$ cat src/rtl/cnt_reg_arb.sv
// rtl/cnt_reg_arb.sv - timer counter, compare and interrupt registers with per-cycle counter arbitration
// Counter priority: timer-disable clear, then software write, then cnt_en tick.
module cnt_reg_arb #(
  parameter int CNT_W  = 64,
  parameter int DATA_W = 32
) (
  input  logic                  clk,
  input  logic                  rst,
  input  logic                  timer_en,
  input  logic                  cnt_en,
  input  logic                  halt_req,
  input  logic                  dbg_mode,
  input  logic                  wr_en,
  input  logic [2:0]            wr_sel,
  input  logic [DATA_W-1:0]     wr_data,
  input  logic [DATA_W/8-1:0]   wr_strb,
  input  logic [2:0]            rd_sel,
  output logic [DATA_W-1:0]     rd_data,
  output logic [CNT_W-1:0]      cnt,
  output logic                  halt_ack,
  output logic                  int_st,
  output logic                  tim_int
);

  localparam int STRB_W = DATA_W / 8;

  localparam logic [2:0] SEL_TDR0  = 3'd0;
  localparam logic [2:0] SEL_TDR1  = 3'd1;
  localparam logic [2:0] SEL_TCMP0 = 3'd2;
  localparam logic [2:0] SEL_TCMP1 = 3'd3;
  localparam logic [2:0] SEL_TISR  = 3'd4;
  localparam logic [2:0] SEL_TIER  = 3'd5;

  logic [CNT_W-1:0] cnt_q, cnt_d;
  logic [CNT_W-1:0] cmp_q, cmp_d;
  logic             int_st_q, int_st_d;
  logic             int_en_q, int_en_d;
  logic             halt_ack_q;
  logic             timer_en_q;

  logic en_fall;
  logic halted;
  logic match;

  function automatic logic [DATA_W-1:0] byte_merge(
    input logic [DATA_W-1:0] old_val,
    input logic [DATA_W-1:0] new_val,
    input logic [STRB_W-1:0] strb
  );
    logic [DATA_W-1:0] res;
    res = old_val;
    for (int i = 0; i < STRB_W; i++) begin
      if (strb[i]) res[i*8 +: 8] = new_val[i*8 +: 8];
    end
    return res;
  endfunction

  assign en_fall = timer_en_q & ~timer_en;
  assign halted  = halt_req & dbg_mode;
  assign match   = (cnt_q == cmp_q);

  always_comb begin
    cnt_d = cnt_q;
    if (en_fall) begin
      cnt_d = '0;
    end else if (wr_en && wr_sel == SEL_TDR0) begin
      cnt_d[DATA_W-1:0] = byte_merge(cnt_q[DATA_W-1:0], wr_data, wr_strb);
    end else if (wr_en && wr_sel == SEL_TDR1) begin
      cnt_d[CNT_W-1:DATA_W] = byte_merge(cnt_q[CNT_W-1:DATA_W], wr_data, wr_strb);
    end else if (cnt_en && !halted) begin
      cnt_d = cnt_q + CNT_W'(1);
    end
  end

  always_comb begin
    cmp_d = cmp_q;
    if (wr_en && wr_sel == SEL_TCMP0) begin
      cmp_d[DATA_W-1:0] = byte_merge(cmp_q[DATA_W-1:0], wr_data, wr_strb);
    end else if (wr_en && wr_sel == SEL_TCMP1) begin
      cmp_d[CNT_W-1:DATA_W] = byte_merge(cmp_q[CNT_W-1:DATA_W], wr_data, wr_strb);
    end
  end

  // A live match wins over a same-cycle W1C so a held match cannot be cleared.
  always_comb begin
    int_st_d = int_st_q;
    if (match) begin
      int_st_d = 1'b1;
    end else if (wr_en && wr_sel == SEL_TISR && wr_strb[0] && wr_data[0]) begin
      int_st_d = 1'b0;
    end
  end

  always_comb begin
    int_en_d = int_en_q;
    if (wr_en && wr_sel == SEL_TIER && wr_strb[0]) begin
      int_en_d = wr_data[0];
    end
  end

  always_ff @(posedge clk or posedge rst) begin
    if (rst) begin
      cnt_q      <= '0;
      cmp_q      <= '1;
      int_st_q   <= 1'b0;
      int_en_q   <= 1'b0;
      halt_ack_q <= 1'b0;
      timer_en_q <= 1'b0;
    end else begin
      cnt_q      <= cnt_d;
      cmp_q      <= cmp_d;
      int_st_q   <= int_st_d;
      int_en_q   <= int_en_d;
      halt_ack_q <= halted;
      timer_en_q <= timer_en;
    end
  end

  always_comb begin
    rd_data = '0;
    case (rd_sel)
      SEL_TDR0:  rd_data = cnt_q[DATA_W-1:0];
      SEL_TDR1:  rd_data = cnt_q[CNT_W-1:DATA_W];
      SEL_TCMP0: rd_data = cmp_q[DATA_W-1:0];
      SEL_TCMP1: rd_data = cmp_q[CNT_W-1:DATA_W];
      SEL_TISR:  rd_data = {{(DATA_W-1){1'b0}}, int_st_q};
      SEL_TIER:  rd_data = {{(DATA_W-1){1'b0}}, int_en_q};
      default:   rd_data = '0;
    endcase
  end

  assign cnt      = cnt_q;
  assign halt_ack = halt_ack_q;
  assign int_st   = int_st_q;
  assign tim_int  = int_st_q & int_en_q;

endmodule

$ cat config.mk
export PLATFORM = sky130hd
export DESIGN_NAME = cnt_reg_arb
export DESIGN_NICKNAME = d
export VERILOG_FILES = /design/src/rtl/cnt_reg_arb.sv
export SDC_FILE = /design/constraint.sdc
export NUM_CORES = 1
export LEC_CHECK = 0
export BUFFER_PORTS_ARGS = -buffer_cell sky130_fd_sc_hd__buf_2
export CAP_MARGIN = 20
export CORE_MARGIN = 2
export CORE_UTILIZATION = 50
export DETAILED_ROUTE_END_ITERATION = 6
export PLACE_DENSITY = 0.72
export SLEW_MARGIN = 20
export SYNTH_ARGS = -nofsm -noshare
export SYNTH_HDL_FRONTEND = slang
export SYNTH_SLANG_ARGS = --single-unit
$ cat constraint.sdc
create_clock -name clk -period 5.8 [get_ports clk]
set_clock_uncertainty 0.2 [all_clocks]
set_input_delay 0.87 -clock clk [delete_from_list [all_inputs] [get_ports clk]]
set_output_delay 0.87 -clock clk [all_outputs]
set_load 0.005 [all_outputs]
## Word level (Yosys, flattened, before mapping)

Cells that the tools add are included.

- Add/subtract/negate cells: 1
- $mul: 0
- Div/mod/pow operators: 0
- $lt $le $gt $ge: 0
- Equality and inequality tests: 21
- Shift operators: 0
- Muxes and demuxes: 13
- Bitwise operators: 5
- Reduce and logical (&&, ||, !) cells: 32

Operator list:

| kind | count |
|---|---|
| case mux 32 bit (6 select lines) | 1 |
| two-way mux 32 bit | 4 |
| two-way mux 64 bit | 2 |
| adder 64 x 1 -> 64 bit, second input constant | 1 |
| == test 64 bit | 1 |
| AND reduction 3 bit | 12 |
| two-way mux 8 bit | 4 |
| inequality test 3 bit, second input constant | 9 |
| == test 3 x 2 -> 1 bit, second input constant | 4 |
| == test 3 bit, second input constant | 4 |
| logical AND 1 bit | 10 |
| AND reduction 2 bit | 4 |
| == test 3 x 1 -> 1 bit, second input constant | 2 |
| zero test 3 bit | 2 |
| nonzero test 3 bit | 2 |
| bitwise AND 1 bit | 3 |
| two-way mux 1 bit | 2 |
| inequality test 2 bit, second input constant | 1 |
| NOT 1 bit | 2 |
| nonzero test 2 bit | 1 |
| zero test 1 bit | 1 |

- Register bits after elaboration: 132
- Latch bits: 0
- RAM bits: 0
- Memory bits (read-only): 0
- Bits of input ports: 49
- Output and inout port bits: 99
- Word-level logic and storage cells: 92
- Memories: 0

## Depth between registers and ports, before layout

- Depth in word-level cells: 7
- Mapped depth: 9
- Gate-level depth less buffers: 7

## Worst setup path after synthesis

Ideal clock, no wire load.

- Path type: input port to flip-flop
- From: in wr_sel[1]
- To: reg cnt_q[2], in the netlist cnt[2]
- Library setup time: 131 ps
- Arrival time: 2536 ps
- Data required time: 5469 ps
- Slack: 2933 ps
- Cell stages on the path: 6
- Buffers on the path: 1
- Cell sequence: nor4bb_1 nor3_1 a211oi_2 or2_2 clkbuf_1 o21ai_0

- Word-level cells in the longest chain between the ends: 4
- Elaborated cells on any way between the ends: 10
- Those cells by class: eq/ne (3); mux (2); reduce/logical (5)

Ends and longest elaborated chain:

| what | line | text |
|---|---|---|
| start, declared | 14 | `input logic [2:0] wr_sel,` |
| == test 3 x 1 -> 1 bit / zero test 3 bit (equally long branches) | 68, 66 |  |
| logical AND 1 bit, on equally long branches | 68, 66 |  |
| inequality test 3 bit (no line) (tied with other cells) | - |  |
| AND reduction 3 bit (no line) / two-way mux 64 bit (equally long branches) | - |  |
| end signal, assigned | 110 | `cnt_q <= cnt_d;` |
| end, declared | 34 | `logic [CNT_W-1:0] cnt_q, cnt_d;` |

Several ways; a longest one is shown, not always the timed one.
A chain may end at the register's enable or synchronous reset.

## Worst setup path after layout

- From: reg cnt_q[1], in the netlist cnt[1]
- To: reg cnt_q[60], in the netlist cnt[60]

- Word-level cells in the longest chain between the ends: 5

Ends and longest elaborated chain:

| what | line | text |
|---|---|---|
| adder 64 x 1 -> 64 bit | 71 | `cnt_d = cnt_q + CNT_W'(1);` |
| two-way mux 64 bit | 70 | `end else if (cnt_en && !halted) begin` |
| two-way mux 32 bit | 68 | `end else if (wr_en && wr_sel == SEL_TDR1) begin` |
| two-way mux 32 bit | 66 | `end else if (wr_en && wr_sel == SEL_TDR0) begin` |
| two-way mux 64 bit | 64 | `if (en_fall) begin` |

Every way passes these cells. The select of a mux whose other input is x is not followed.

==> flow_summary.yaml <==
run_status:
  status: "completed"
power_and_ir_drop:
  p_sw_frac: 0.339
  p_clk_frac: 0.318
  seq_power_share: 0.441
  finalPower_mw: 3.32
  power_frac_comb: 0.241
  p_switching_mw: 1.13
  p_leak_nw: 4.23
  irDropWorstVdd_mv: 0.235
  p_int_mw: 2.20
  p_per_area_nw_per_um2: 323
clock_tree:
  clockBufferDepth: 2
  clock_sinks: 132
  cts_root_buf: "clkbuf_16"
  cts_tree: "built"
  cts_hold_buffers: 0
  postCtsSetupBuffers: 0
  clkLatencyLatePin_ns: 0.43
  ctsResizeCount: 0
  cts_buffers: 17
  htree_levels: 4
  cts.clk_slew.worst_paths_ns: 0.06
floorplanning:
  die_w_um: 138
  dieHeight_um: 138
  coreArea_um2: 17400
  die_area_um2: 18900
  io_pins: 148
  rows: 48
  initial_core_util: 0.514
grt:
  grt_pass1_vias: 8182
  grt_pass1_wl_um: 50200
  antenna_found_initial: 0
  track_usage: 0.362
  overflow: 0
  grt_max_degree: 78
place:
  dpl_worst_slack_ns: 2.15
  dpl-instance-area_um2: 9710
  portBuffers: 147
  dp_cells: 1294
  gp_congestion: 1.02
  hpwl_um: 24000
critical_path:
  cp-start-kind: "flip-flop"
  cp-endpoint: "cnt[60]$_DFFE_PP0P_"
  reg2reg_slack_ns: 2.31
  required_ns: 5.95
  crit_chain: "ha_1 > and3_1 > nand4_1 > nor4_1 > nand4_1 > xor2_1 > o21ai_0"
  critPathKind: "reg -> reg"
  arrival_ns: 3.64
  r2r-start: "cnt[1]$_DFFE_PP0P_"
  cp_slowest_cell: "nor4_1"
  slowest_delay_ns: 1.14
  startpoint: "cnt[1]$_DFFE_PP0P_"
  path_max_fanout: 8
  cpMostUsedCell: "nand4_1"
  end_kind: "flip-flop"
  reg2reg_depth: 7
  timing.rr.end: "cnt[60]$_DFFE_PP0P_"
synthesis:
  synth_cells: 984
  ys_seq_area_frac: 0.379
  synth_edf_count: 0
  avgSynthCellArea_um2: 9.07
  synth_fp_nets: 1034
  yosysTopAreaCellShare: 0.191
  synth_top_cell_by_area: "dfrtp_1"
  synthArstFlopShare: 1.00
  synth-main-ff-cell: "dfrtp_1"
  synthesis.area_um2: 8930
  synthTopCellsByArea: "dfrtp_1, dfstp_2, mux2_2, xnor2_1, a22oi_1"
  ys_types: 70
  ys_warn_count: 0
  ys_ff_latch: 132
drt:
  vias_per_cell: 6.81
  drtIter0Drc: 1297
  drt-wirelength-per-cell_um: 25.5
  first_pass_iters: 6
  routed_wl_um: 33700
  drtAntennaViolNets: 0
  drc: 0
  num_vias: 9031
sta:
  timing.fmax_mhz: 287
  tightest_slew_ns: 1.18
  fin_crit_sh: 0.601
  hold_viol: 0
  hold_ws_ns: 0.273
  slew_headroom: 0.209
  min_period_ns: 3.49
  final.setup.worst_slack_ns: 2.31
  final.setup.tns_ns: 0
  slew_violations: 0
  rsz0062_at_grt: "false"
  finalSetupViolCount: 0
flow_run:
  maxCapViolCount: 0
layout:
  fin_cells: 1326
  synthToLayoutAreaGrowth_pct: 15.2
  drive_gt1_frac: 0.312
  design_area_um2: 10300
  post-route-util: 0.592
  fin_nets: 1138
  num_antenna_cells: 0
min_path:
  worstHoldPathType: "in -> async"
-- cells in the mapped netlist (4+ instances only) --
master	n
or4_1	7
nand3_1	34
buf_6	10
dfstp_2	64
a22oi_1	73
a21oi_1	48
o31ai_1	7
xnor2_1	64
o311ai_0	6
mux2i_1	6
a31oi_1	11
o211ai_1	4
or3_1	8
o41ai_1	4
nor4_1	21
clkbuf_1	51
buf_2	7
nor2_1	46
inv_1	11
and3_1	17
o21ai_0	53
clkbuf_2	5
a22o_1	7
and2_1	11
o22ai_1	8
or2_2	6
nor3_1	21
nor3b_1	7
and4_1	14
nand2_1	111
nand4_1	49
mux2_2	66
dfrtp_1	68
-- power groups by stage --
stage          Sequential (mW)  Clock (mW)  Combinational, mW
5_1_grt                   1.49        1.10              0.859
6_report                  1.46        1.06              0.802
4_1_cts                   1.45        1.06              0.785
3_3_place_gp              1.45           0              0.769
3_5_place_dp              1.46           0              0.779
2_1_floorplan             1.32           0              0.564
-- cell families after synthesis --
group	count (synthesis)	share of synthesized area
compound gates	245	0.181
xor+xnor	65	0.0638
flops	132	0.379
buf+inv	89	0.0488
mux	73	0.0925
fa+ha+maj	1	0.00140
simple gates	379	0.234
-- how the worst min path moves through the flow --
| stage | start | end | slack (ns) |
|---|---|---|---|
| final | rst | cnt[11]$_DFFE_PP0P_ | 0.27 |
| after global placement | int_en_q$_DFFE_PP0P_ | int_en_q$_DFFE_PP0P_ | 0.31 |
| after CTS | rst | cnt[13]$_DFFE_PP0P_ | 0.29 |
| after floorplan | int_en_q$_DFFE_PP0P_ | int_en_q$_DFFE_PP0P_ | 0.29 |
| after detailed placement | int_en_q$_DFFE_PP0P_ | int_en_q$_DFFE_PP0P_ | 0.32 |
| after global routing | rst | cnt[13]$_DFFE_PP0P_ | 0.31 |
-- sequential cells by signal, indices dropped and copies added (netlist names) --
| register | count |
|---|---|
| cnt | 64 |
| int_st | 1 |
| cmp_q | 64 |
| halt_ack | 1 |
| timer_en_q | 1 |
| int_en_q | 1 |
-- cell type report --
| cell class | instances | area [um2] |
|---|---|---|
| Clock inverter | 4 | 47.5 |
| Timing Repair Buffer | 163 | 856 |
| Tap cell | 225 | 282 |
| Fill cell | 1595 | 7070 |
| Inverter | 11 | 43.8 |
| Sequential cell | 132 | 3380 |
| Clock buffer | 28 | 527 |
| Multi-Input combinational cell | 763 | 5140 |
-- cells in the final DEF (no fill, tap or decap), drive strengths merged, types with 4 or more instances in the layout --
cell,synthesis,routed
o41ai,4,4
buf,21,163
clkbuf,57,28
a31oi,11,11
dfstp,64,64
and2,12,12
and3,17,17
nand2,112,112
and4,15,15
o21ai,53,53
mux2i,6,6
nand3,34,34
o22ai,8,8
o31ai,7,7
nor3,21,21
inv,11,11
o311ai,6,6
dfrtp,68,68
mux2,66,66
or2,6,6
xnor2,64,64
nor4,24,24
a22o,7,7
or3,8,8
or4,7,7
nor2,46,46
a22oi,73,73
nor3b,7,7
a21oi,48,48
nand4,52,52
o211ai,4,4
-- worst max-delay path: cells and delay by family (launching register included) --
family / cells / cell delay, ns
adders and majority gates: 1 / 0.26
DFF: 1 / 0.51
AOI/OAI and AO/OA: 1 / 0.16
and+or+nand+nor: 4 / 2.06
xor gates and xnor gates: 1 / 0.22
-- metal layers --
metal	share of wire	vias to the layer above	GRT usage
met5	0	-	0
met2	0.44	652	0.533
met3	0.11	108	0.0883
li1	-	3918	-
met1	0.40	4353	0.502
met4	0.044	0	0.166
(Power assumes the default switching activity.)
